[config.mk]
export PLATFORM = sky130hd
export DESIGN_NAME = uart_tx_arbiter_flat
export DESIGN_NICKNAME = d
export VERILOG_FILES = /design/src/rtl/uart_tx_arbiter_pkg.sv /design/src/rtl/uart_tx_arbiter_if.sv /design/src/rtl/uart_rr_pick.sv /design/src/rtl/uart_tx_arbiter.sv /design/src/flat_wrapper.sv
export SDC_FILE = /design/constraint.sdc
export NUM_CORES = 1
export LEC_CHECK = 0
export BUFFER_PORTS_ARGS = -buffer_cell sky130_fd_sc_hd__clkbuf_2
export CAP_MARGIN = 10
export CORE_ASPECT_RATIO = 0.5
export CORE_UTILIZATION = 48
export CTS_CLUSTER_DIAMETER = 200
export DETAILED_ROUTE_END_ITERATION = 8
export PLACE_DENSITY_LB_ADDON = 0.08
export SLEW_MARGIN = 5
export SYNTH_ARGS = -nofsm -noshare
export SYNTH_HDL_FRONTEND = slang
export SYNTH_SLANG_ARGS = --single-unit
[constraint.sdc]
create_clock -name clk -period 2.28 [get_ports clk]
set_clock_uncertainty 0.05 [all_clocks]
set_input_delay 0.456 -clock clk [delete_from_list [all_inputs] [get_ports clk]]
set_output_delay 0.456 -clock clk [all_outputs]
set_load 0.01 [all_outputs]
[src/rtl/uart_tx_arbiter_pkg.sv]
// Shared definitions for the UART transmit arbiter and its round-robin picker.
//   - arb_state_e      : arbiter FSM state encoding
//   - DefaultDataWidth : byte width shared with the UART top-level transmitter
//   - idx_width()      : index width for an N-entry vector (never below 1)
package uart_tx_arbiter_pkg;

    localparam int unsigned DefaultDataWidth = 8;

    typedef enum logic [1:0] {
        StIdle   = 2'd0,
        StLaunch = 2'd1,
        StWaitHi = 2'd2,
        StWaitLo = 2'd3
    } arb_state_e;

    function automatic int unsigned idx_width(input int unsigned n);
        return (n <= 2) ? 1 : $clog2(n);
    endfunction

endpackage

[src/rtl/uart_tx_arbiter_if.sv]
// Bus between NUM_REQ byte sources, the arbiter and the UART transmitter.
//   req_valid/req_data/req_last/req_ready : per-source valid/ready byte stream
//   tx_enable/tx_data/tx_busy             : UART Tx launch port
//   grant_valid/grant_id/tx_timeout       : arbiter status
// slave  = arbiter side, master = sources plus Tx side.
interface uart_tx_arbiter_if #(
    parameter int unsigned NUM_REQ    = 4,
    parameter int unsigned DATA_WIDTH = uart_tx_arbiter_pkg::DefaultDataWidth,
    localparam int unsigned IdW       = uart_tx_arbiter_pkg::idx_width(NUM_REQ)
) ();

    logic [NUM_REQ-1:0]            req_valid;
    logic [NUM_REQ*DATA_WIDTH-1:0] req_data;
    logic [NUM_REQ-1:0]            req_last;
    logic [NUM_REQ-1:0]            req_ready;
    logic                          tx_enable;
    logic [DATA_WIDTH-1:0]         tx_data;
    logic                          tx_busy;
    logic                          grant_valid;
    logic [IdW-1:0]                grant_id;
    logic                          tx_timeout;

    modport slave (
        input  req_valid, req_data, req_last, tx_busy,
        output req_ready, tx_enable, tx_data, grant_valid, grant_id, tx_timeout
    );

    modport master (
        output req_valid, req_data, req_last, tx_busy,
        input  req_ready, tx_enable, tx_data, grant_valid, grant_id, tx_timeout
    );

endinterface

[src/rtl/uart_rr_pick.sv]
// Combinational round-robin picker.
//   valid   : request vector
//   rr_ptr  : highest-priority index for this round
//   lock    : when set, only lock_id may be chosen
//   lock_id : owner index while locked
//   pick    : chosen index
//   found   : a valid candidate exists
module uart_rr_pick import uart_tx_arbiter_pkg::*; #(
    parameter int unsigned NUM_REQ = 4,
    localparam int unsigned IdW    = idx_width(NUM_REQ)
) (
    input  logic [NUM_REQ-1:0] valid,
    input  logic [IdW-1:0]     rr_ptr,
    input  logic               lock,
    input  logic [IdW-1:0]     lock_id,
    output logic [IdW-1:0]     pick,
    output logic               found
);

    int             idx;
    logic [IdW-1:0] cand;

    always_comb begin
        pick  = '0;
        found = 1'b0;
        idx   = 0;
        cand  = '0;
        if (lock) begin
            pick  = lock_id;
            found = valid[lock_id];
        end else begin
            // Scan from the farthest offset down so the nearest valid index to rr_ptr wins.
            for (int k = int'(NUM_REQ) - 1; k >= 0; k--) begin
                idx = int'(rr_ptr) + k;
                if (idx >= int'(NUM_REQ)) begin
                    idx = idx - int'(NUM_REQ);
                end
                cand = IdW'(idx);
                if (valid[cand]) begin
                    pick  = cand;
                    found = 1'b1;
                end
            end
        end
    end

endmodule

[src/rtl/uart_tx_arbiter.sv]
// Round-robin scheduler sharing one UART transmitter among NUM_REQ byte sources.
//   clk, reset : system clock, synchronous active-high reset
//   bus        : slave side of uart_tx_arbiter_if (source handshakes, Tx port, status)
// One Tx frame per accepted byte; with LOCK_ENABLE the grant stays on one source
// until its req_last byte has been sent.
module uart_tx_arbiter import uart_tx_arbiter_pkg::*; #(
    parameter int unsigned NUM_REQ      = 4,
    parameter int unsigned DATA_WIDTH   = DefaultDataWidth,
    parameter int unsigned LOCK_ENABLE  = 1,
    parameter int unsigned BUSY_TIMEOUT = 16
) (
    input logic             clk,
    input logic             reset,
    uart_tx_arbiter_if.slave bus
);

    localparam int unsigned IdW  = idx_width(NUM_REQ);
    localparam int unsigned CntW = idx_width(BUSY_TIMEOUT) + 1;

    arb_state_e            state_q;
    logic [IdW-1:0]        rr_ptr_q;
    logic                  locked_q;
    logic                  last_q;
    logic [CntW-1:0]       cnt_q;
    logic                  tx_enable_q;
    logic                  tx_timeout_q;
    logic [DATA_WIDTH-1:0] tx_data_q;
    logic                  grant_valid_q;
    logic [IdW-1:0]        grant_id_q;

    logic [IdW-1:0]        pick;
    logic                  found;
    logic                  accept;
    logic [DATA_WIDTH-1:0] sel_data;
    logic                  sel_last;
    logic [NUM_REQ-1:0]    ready_vec;
    logic [IdW-1:0]        next_ptr;
    logic                  rotate;

    uart_rr_pick #(
        .NUM_REQ (NUM_REQ)
    ) u_pick (
        .valid   (bus.req_valid),
        .rr_ptr  (rr_ptr_q),
        .lock    (locked_q),
        .lock_id (grant_id_q),
        .pick    (pick),
        .found   (found)
    );

    // Never accept while the transmitter is still draining a frame.
    assign accept = (state_q == StIdle) && !bus.tx_busy && found;

    always_comb begin
        sel_data  = '0;
        sel_last  = 1'b0;
        ready_vec = '0;
        for (int i = 0; i < int'(NUM_REQ); i++) begin
            if (pick == IdW'(i)) begin
                sel_data     = bus.req_data[i*DATA_WIDTH +: DATA_WIDTH];
                sel_last     = bus.req_last[i];
                ready_vec[i] = accept;
            end
        end
    end

    assign next_ptr = (grant_id_q == IdW'(NUM_REQ - 1)) ? '0 : grant_id_q + 1'b1;
    // Rotation (and unlock) only after a packet's last byte, or every byte without lock.
    assign rotate   = last_q || (LOCK_ENABLE == 0);

    always_ff @(posedge clk) begin
        if (reset) begin
            state_q       <= StIdle;
            rr_ptr_q      <= '0;
            locked_q      <= 1'b0;
            last_q        <= 1'b0;
            cnt_q         <= '0;
            tx_enable_q   <= 1'b0;
            tx_timeout_q  <= 1'b0;
            tx_data_q     <= '0;
            grant_valid_q <= 1'b0;
            grant_id_q    <= '0;
        end else begin
            tx_enable_q  <= 1'b0;
            tx_timeout_q <= 1'b0;
            unique case (state_q)
                StIdle: begin
                    if (accept) begin
                        tx_data_q     <= sel_data;
                        grant_id_q    <= pick;
                        grant_valid_q <= 1'b1;
                        last_q        <= sel_last;
                        if ((LOCK_ENABLE != 0) && !sel_last) begin
                            locked_q <= 1'b1;
                        end
                        tx_enable_q   <= 1'b1;
                        state_q       <= StLaunch;
                    end
                end
                StLaunch: begin
                    cnt_q   <= '0;
                    state_q <= StWaitHi;
                end
                StWaitHi: begin
                    if (bus.tx_busy) begin
                        state_q <= StWaitLo;
                    end else if (cnt_q == CntW'(BUSY_TIMEOUT - 2)) begin
                        // Count reaches BUSY_TIMEOUT-1 this cycle: drop the byte.
                        tx_timeout_q  <= 1'b1;
                        grant_valid_q <= 1'b0;
                        state_q       <= StIdle;
                        if (rotate) begin
                            locked_q <= 1'b0;
                            rr_ptr_q <= next_ptr;
                        end
                    end else begin
                        cnt_q <= cnt_q + 1'b1;
                    end
                end
                StWaitLo: begin
                    if (!bus.tx_busy) begin
                        grant_valid_q <= 1'b0;
                        state_q       <= StIdle;
                        if (rotate) begin
                            locked_q <= 1'b0;
                            rr_ptr_q <= next_ptr;
                        end
                    end
                end
                default: state_q <= StIdle;
            endcase
        end
    end

    assign bus.req_ready   = ready_vec;
    assign bus.tx_enable   = tx_enable_q;
    assign bus.tx_data     = tx_data_q;
    assign bus.grant_valid = grant_valid_q;
    assign bus.grant_id    = grant_id_q;
    assign bus.tx_timeout  = tx_timeout_q;

endmodule

[src/flat_wrapper.sv]
// flat-port wrapper written by rule: the top's interface ports become plain ports
module uart_tx_arbiter_flat import uart_tx_arbiter_pkg::*;
#(
    parameter int unsigned NUM_REQ      = 4,
    parameter int unsigned DATA_WIDTH   = DefaultDataWidth,
    parameter int unsigned LOCK_ENABLE  = 1,
    parameter int unsigned BUSY_TIMEOUT = 16
)
  (clk, reset, bus_req_valid, bus_req_data, bus_req_last, bus_tx_busy, bus_req_ready, bus_tx_enable, bus_tx_data, bus_grant_valid, bus_grant_id, bus_tx_timeout);
  uart_tx_arbiter_if #(.NUM_REQ(NUM_REQ), .DATA_WIDTH(DATA_WIDTH)) bus_i ();
  input logic clk;
  input logic reset;
  input wire logic [$bits(bus_i.req_valid)-1:0] bus_req_valid;
  input wire logic [$bits(bus_i.req_data)-1:0] bus_req_data;
  input wire logic [$bits(bus_i.req_last)-1:0] bus_req_last;
  input wire logic [$bits(bus_i.tx_busy)-1:0] bus_tx_busy;
  output wire logic [$bits(bus_i.req_ready)-1:0] bus_req_ready;
  output wire logic [$bits(bus_i.tx_enable)-1:0] bus_tx_enable;
  output wire logic [$bits(bus_i.tx_data)-1:0] bus_tx_data;
  output wire logic [$bits(bus_i.grant_valid)-1:0] bus_grant_valid;
  output wire logic [$bits(bus_i.grant_id)-1:0] bus_grant_id;
  output wire logic [$bits(bus_i.tx_timeout)-1:0] bus_tx_timeout;
  assign bus_i.req_valid = bus_req_valid;
  assign bus_i.req_data = bus_req_data;
  assign bus_i.req_last = bus_req_last;
  assign bus_i.tx_busy = bus_tx_busy;
  assign bus_req_ready = bus_i.req_ready;
  assign bus_tx_enable = bus_i.tx_enable;
  assign bus_tx_data = bus_i.tx_data;
  assign bus_grant_valid = bus_i.grant_valid;
  assign bus_grant_id = bus_i.grant_id;
  assign bus_tx_timeout = bus_i.tx_timeout;
  uart_tx_arbiter #(.NUM_REQ(NUM_REQ), .DATA_WIDTH(DATA_WIDTH), .LOCK_ENABLE(LOCK_ENABLE), .BUSY_TIMEOUT(BUSY_TIMEOUT)) u_core (.clk(clk), .reset(reset), .bus(bus_i));
endmodule
After elaboration in Yosys (flattened, before gate mapping) --
Index checks and enable logic that the tools add are counted.
Storage, ports and cells: register bits 24, output and inout port bits 17, word-level logic and storage cells 129
Cells by class: add/sub/neg operators 9, magnitude comparators 9, eq/ne operators 15, multiplexer cells 68, bitwise operators 2, reductions and logical operators 16
Operators with widths (count):
- two-way mux 2 bit | 22
- two-way mux 8 bit | 4
- two-way mux 1 bit | 30
- less-than comparator 2 x 3 -> 1 bit (second input constant) | 5
- binary-select mux 1 bit (select 2 bit) | 5
- equality test 2 bit (second input constant) | 5
- two-way mux 5 bit | 2
- one-hot mux 5 bit (2 select lines) | 1
- >= comparator 3 bit (second input constant) | 3
- != test 2 bit (second input constant) | 4
- one-hot mux 2 bit (4 select lines) | 1
- subtractor 2 x 1 -> 2 bit (second input constant) | 4
- adder 2 x 2 -> 3 bit (second input constant) | 2
- one-hot mux 1 bit (3 select lines) | 2
- AND reduction 3 bit | 2
- AND reduction 6 bit | 1
- adder 5 x 1 -> 5 bit (second input constant) | 1
- equality test 5 x 4 -> 1 bit (second input constant) | 1
- AND reduction 5 bit | 1
- equality test 2 x 1 -> 1 bit (second input constant) | 2
- logical NOT 2 bit | 2
- != test 2 x 1 -> 1 bit (second input constant) | 2
- one-hot mux 2 bit (2 select lines) | 1
- AND reduction 4 bit | 1
- other kinds (12) | 15

Longest topological paths before layout --
depth in word-level cells 19, mapped depth 9

Cells and area by module --
A second synthesis with hierarchy kept.
Unflattened totals: cells, all modules 154, area total of the unflattened synthesis 1391.3 um^2
By module, submodules not included:
- uart_tx_arbiter | times used 1, cells each 134, area each 1246.2 um^2, seq. area each 480.5 um^2
- uart_rr_pick | times used 1, cells each 20, area each 145.1 um^2, seq. area each 0.0 um^2

Least setup slack after synthesis --
Ideal clock, no wire load.
kind input to output, from input port bus_req_valid[2], to output port bus_req_ready[0], data arrival time 1.686 ns, setup slack 0.088 ns, stages on the path 7, cell sequence nor2b_1 -> a2111o_1 -> clkbuf_1 -> nand2_4 -> clkbuf_8 -> nand2_1 -> nor2_1
On the way: cells in the longest elaborated chain, start to end 9
RTL lines:
- start, declared | RTL line flat_wrapper.sv:13 | input wire logic [$bits(bus_i.req_valid)-1:0] bus_req_valid;
- binary-select mux 1 bit (select 2 bit) | RTL line uart_rr_pick.sv:39 | if (valid[cand]) begin
- two-way mux 1 bit (implied by the code) | RTL line uart_rr_pick.sv:39
- two-way mux 2 bit or two-way mux 1 bit (tied branches) (4 in series) | RTL line uart_rr_pick.sv:39
- two-way mux 2 bit or two-way mux 1 bit (tied branches) | RTL line uart_rr_pick.sv:28 | if (lock) begin
- logical NOT 2 bit or logical AND 1 bit (tied branches) | RTL line uart_tx_arbiter.sv:59, uart_tx_arbiter.sv:52
- two-way mux 1 bit * | RTL line uart_tx_arbiter.sv:59 | if (pick == IdW'(i)) begin
- end, declared | RTL line flat_wrapper.sv:17 | output wire logic [$bits(bus_i.req_ready)-1:0] bus_req_ready;
Every way passes the cells marked *; elsewhere a longest branch is shown, timed or not. The select of a mux whose other input is x is not followed.

Final worst setup path --
from register u_core.grant_id_q[0] (netlist: u_core.bus.grant_id[0]), to output port bus_req_ready[2]
On the way: cells in the longest elaborated chain, start to end 5
RTL lines:
- start, declared | RTL line uart_tx_arbiter.sv:29 | logic [IdW-1:0] grant_id_q;
- start signal, assigned | RTL line uart_tx_arbiter.sv:90 | grant_id_q <= pick;
- binary-select mux 1 bit (select 2 bit) | RTL line uart_rr_pick.sv:30 | found = valid[lock_id];
- two-way mux 1 bit (implied by the code) | RTL line uart_rr_pick.sv:30
- two-way mux 1 bit | RTL line uart_rr_pick.sv:28
- logical AND 1 bit | RTL line uart_tx_arbiter.sv:52 | assign accept = (state_q == StIdle) && !bus.tx_busy && found;
- two-way mux 1 bit * | RTL line uart_tx_arbiter.sv:59
Marked as above.

==> impl_metrics.csv <==
group,metric,value,unit
critical_path,path_cells,"mux4_2 > mux2i_4 > nor4_4 > nand3_2 > nor2_1 > buf_2",
yosys,synthTopCellsByArea,"dfxtp_1 (31%), a211oi_1 (7.3%), nor2_1 (7.1%), and3_2 (4.9%), o31a_1 (4.6%)",
yosys,synth_seq_cells,24,
routing,routed_wl,3699,um
sta,finalCriticalPeriod,2204,ps
floorplanning,core.rowCount,14,
yosys,synth-main-ff-cell,"dfxtp_1",
sta,tightest_slew,476.5,ps
critical_path,crit_type,"flop to output pin",
critical_path,slowest_delay,530,ps
yosys,synth_cell_types,41,
global_route,antenna_found_initial,0,
critical_path,cp.required,1770,ps
global_route,grt_pass1_vias,1408,
sta,setup_viol,0,
yosys,yosysTopAreaCell,"dfxtp_1",
yosys,yosysWarnings,0,
clocking,numCtsBuffers,3,
critical_path,critPathBufInv,1,
cells_and_area,final_nets,297,
power,p_per_area,611.5,nW/um^2
hold_path,min_path_cells,2,
yosys,synth_top_cell_area_share,31.35,%
clocking,cts_root_buf,"clkbuf_8",
global_route,grtUsageTotal,22.75,%
critical_path,cp_top_family,"multiplexers",
sta,final_hold_viol_count,0,
yosys,synth_area_per_cell,8.240,um^2
power,p_leak,0.9255,nW
clocking,path_clk_slew,80,ps
floorplanning,design.die.area,3437,um^2
routing,via_count,1563,
floorplanning,die_w,81.92,um
routing,drtAntennaViolNets,0,
critical_path,timing.rr.end,"u_core.bus.tx_data[4]",
clocking,cts_tree,"done",
sta,relSlewSlack,67.41,%
sta,hold_slack,429.6,ps
routing,drt-initial-drc-count,67,
sta,finalMaxSlewViolations,0,
critical_path,cp-start-kind,"flop",
yosys,ys_seq_area_share,31.35,%
cells_and_area,stdcell_count,290,
placement,place_area,1871,um^2
global_route,grt_max_degree,23,
floorplanning,coreArea,3013,um^2
global_route,globalRouteOverflowTotal,0,
clocking,cts_max_level,1,
status,status,"complete, no violations",
hold_path,hold_start,"u_core.bus.grant_valid",
routing,wire_per_inst,12.76,um
cells_and_area,fillers,274,
clocking,insertion_delay,270,ps
clocking,cts_buffer_depth,2,
global_route,grt_pass1_wl,5940,um
yosys,synth-async-reset-ratio,0,%
floorplanning,start_util,50.87,%
placement,gp_congestion,0.8807,
critical_path,arrival,1700,ps
critical_path,r2r_setup_slack,190,ps
routing,drt-vias-per-instance,5.390,
critical_path,path_max_fanout,4,
critical_path,crit_path_top_delay_cell,"mux4_2",
sta,fmax,0.4537,GHz
power,peakVddDrop,0.3074,mV
power,fin_total_pwr,1.227,mW
placement,portBuffers,59,
floorplanning,dieHeight,41.96,um
sta,fin_crit_sh,96.66,%
clocking,clock-sinks,24,
floorplanning,io_pins,60,
hold_path,hold_path_class,"flop to flop",
cells_and_area,design_area,2007,um^2
sta,rsz0062_at_grt,"yes",
critical_path,worst_r2r_path_depth,7,
placement,dp_hpwl,2810,um
yosys,syn_area,1533,um^2
yosys,synth_edf_count,0,
cells_and_area,drive_above_1_share,38.80,%
critical_path,critPathCaptureType,"output pin",
yosys,syn_nets,232,
run,drv_cap,0,
cells_and_area,syn_to_final_growth,30.94,%
placement,place_inst,282,
hold_path,whs_endpoint,"u_core.bus.grant_valid",
cells_and_area,diodes,0,
routing,drc,0,
yosys,syn_inst,186,
critical_path,r2r-start,"u_core.bus.grant_id[0]",
routing,dr.pass1.iters,4,
==> sequential cells by signal (all words and copies together), names as in the netlist <==
signal and count:
u_core.state_q 2, u_core.bus.tx_enable 1, u_core.locked_q 1, u_core.last_q 1
u_core.bus.tx_timeout 1, u_core.rr_ptr_q 2, u_core.bus.grant_valid 1, u_core.cnt_q 5
u_core.bus.tx_data 8, u_core.bus.grant_id 2
==> cell usage after synthesis, types with 2 or more instances <==
master    number
ha_1           3
nor4_1         2
and3_2        10
nor2_1        29
clkbuf_1       5
a211oi_1      15
clkbuf_8       3
o21ai_0        3
a21o_1         3
nor2b_1        5
nand2b_1       6
buf_6          3
nand2_1       16
mux2i_1        2
a21oi_1        9
nand3_1        7
o31a_1         8
dfxtp_1       24
inv_1          3
and3_1         6
a31oi_1        2
xor2_1         2
or4_1          2
==> report_power, final <==
| group | total [mW] | internal [mW] | switching [mW] | leakage, nW |
|---|---|---|---|---|
| Sequential | 0.483 | 0.453 | 0.0302 | 0.197 |
| Clock | 0.377 | 0.235 | 0.142 | 0.0357 |
| Combinational | 0.367 | 0.181 | 0.186 | 0.693 |
==> cells by family after synthesis <==
kind of cell	Yosys count	synth area share, %
AO/OA/AOI/OAI	47	23.02
XOR/XNOR	3	1.715
adder cells (fa/ha/maj)	3	2.449
buffers and inverters	16	7.755
flip-flops	24	31.35
multiplexers	4	3.755
AND/OR/NAND/NOR	89	29.96
==> cell type report <==
type	instances	area (um^2)	area share, %
clock inverters	1	30.03	1.496
inverters	3	11.26	0.5611
multi-input cells	146	963.4	48.01
well taps	40	50.05	2.494
clock buffers	3	41.29	2.057
flip-flops and latches	24	485.5	24.19
repair buffers	73	425.4	21.20
==> timing repair <==
item | in CTS | in global routing
buffers inserted | 2 | 2
pin swaps | 3 | 3
setup endpoints to repair | 4 | 4
hold buffers | 0 | 0
gates resized for setup | 7 | 5
==> layer usage <==
layer  share of wire (%)  track usage [%]
met2                  47            39.34
met4                0.27            3.509
met1                  47            27.45
met3                 6.5            8.132
met5                   0                0
==> worst max-delay path by stage <==
stage	startpoint	end	slack [ps]	cells past startpoint
final	u_core.bus.grant_id[0]	bus_req_ready[2]	80	6
after global routing	u_core.bus.grant_id[0]	bus_req_ready[2]	-9	6
after CTS	u_core.bus.grant_id[0]	bus_req_ready[2]	-30	6
after detailed placement	bus_req_valid[1]	bus_req_ready[2]	-200	7
after global placement	bus_req_valid[1]	bus_req_ready[2]	-160	7
after floorplan	bus_req_valid[2]	bus_req_ready[0]	90	7
==> through the flow <==
stage                     util (%)  TNS, ps  setup slack (ps)
after floorplan                  -        0             87.87
after global placement       62.08   -473.3            -164.9
after detailed placement     62.08   -608.5            -196.3
after CTS                    65.82   -62.40            -31.65
after global routing         66.61   -10.76            -8.606
final                        66.61        0             76.05
==> worst reg2reg max path, delay by kind of cell (launching register included) <==
family / cells / cell delay (ps)
multiplexers: 2 / 440
AO/OA/AOI/OAI: 1 / 300
buffers and inverters: 2 / 330
AND/OR/NAND/NOR: 2 / 570
flip-flops: 1 / 340
==> cells in the final DEF (no fill, tap or decap), types with 3 or more instances in the layout <==
cell and count:
a211oi_1 15, a21oi_1 9, and3_1 6, and3_2 10, buf_4 12, clkbuf_2 57
clkbuf_8 3, dfxtp_1 22, ha_1 3, inv_1 3, nand2_1 16, nand2b_1 6
nand3_1 6, nor2_1 29, nor2b_1 5, o21ai_0 3, o31a_1 8
Power figures use the tool's default switching activity.
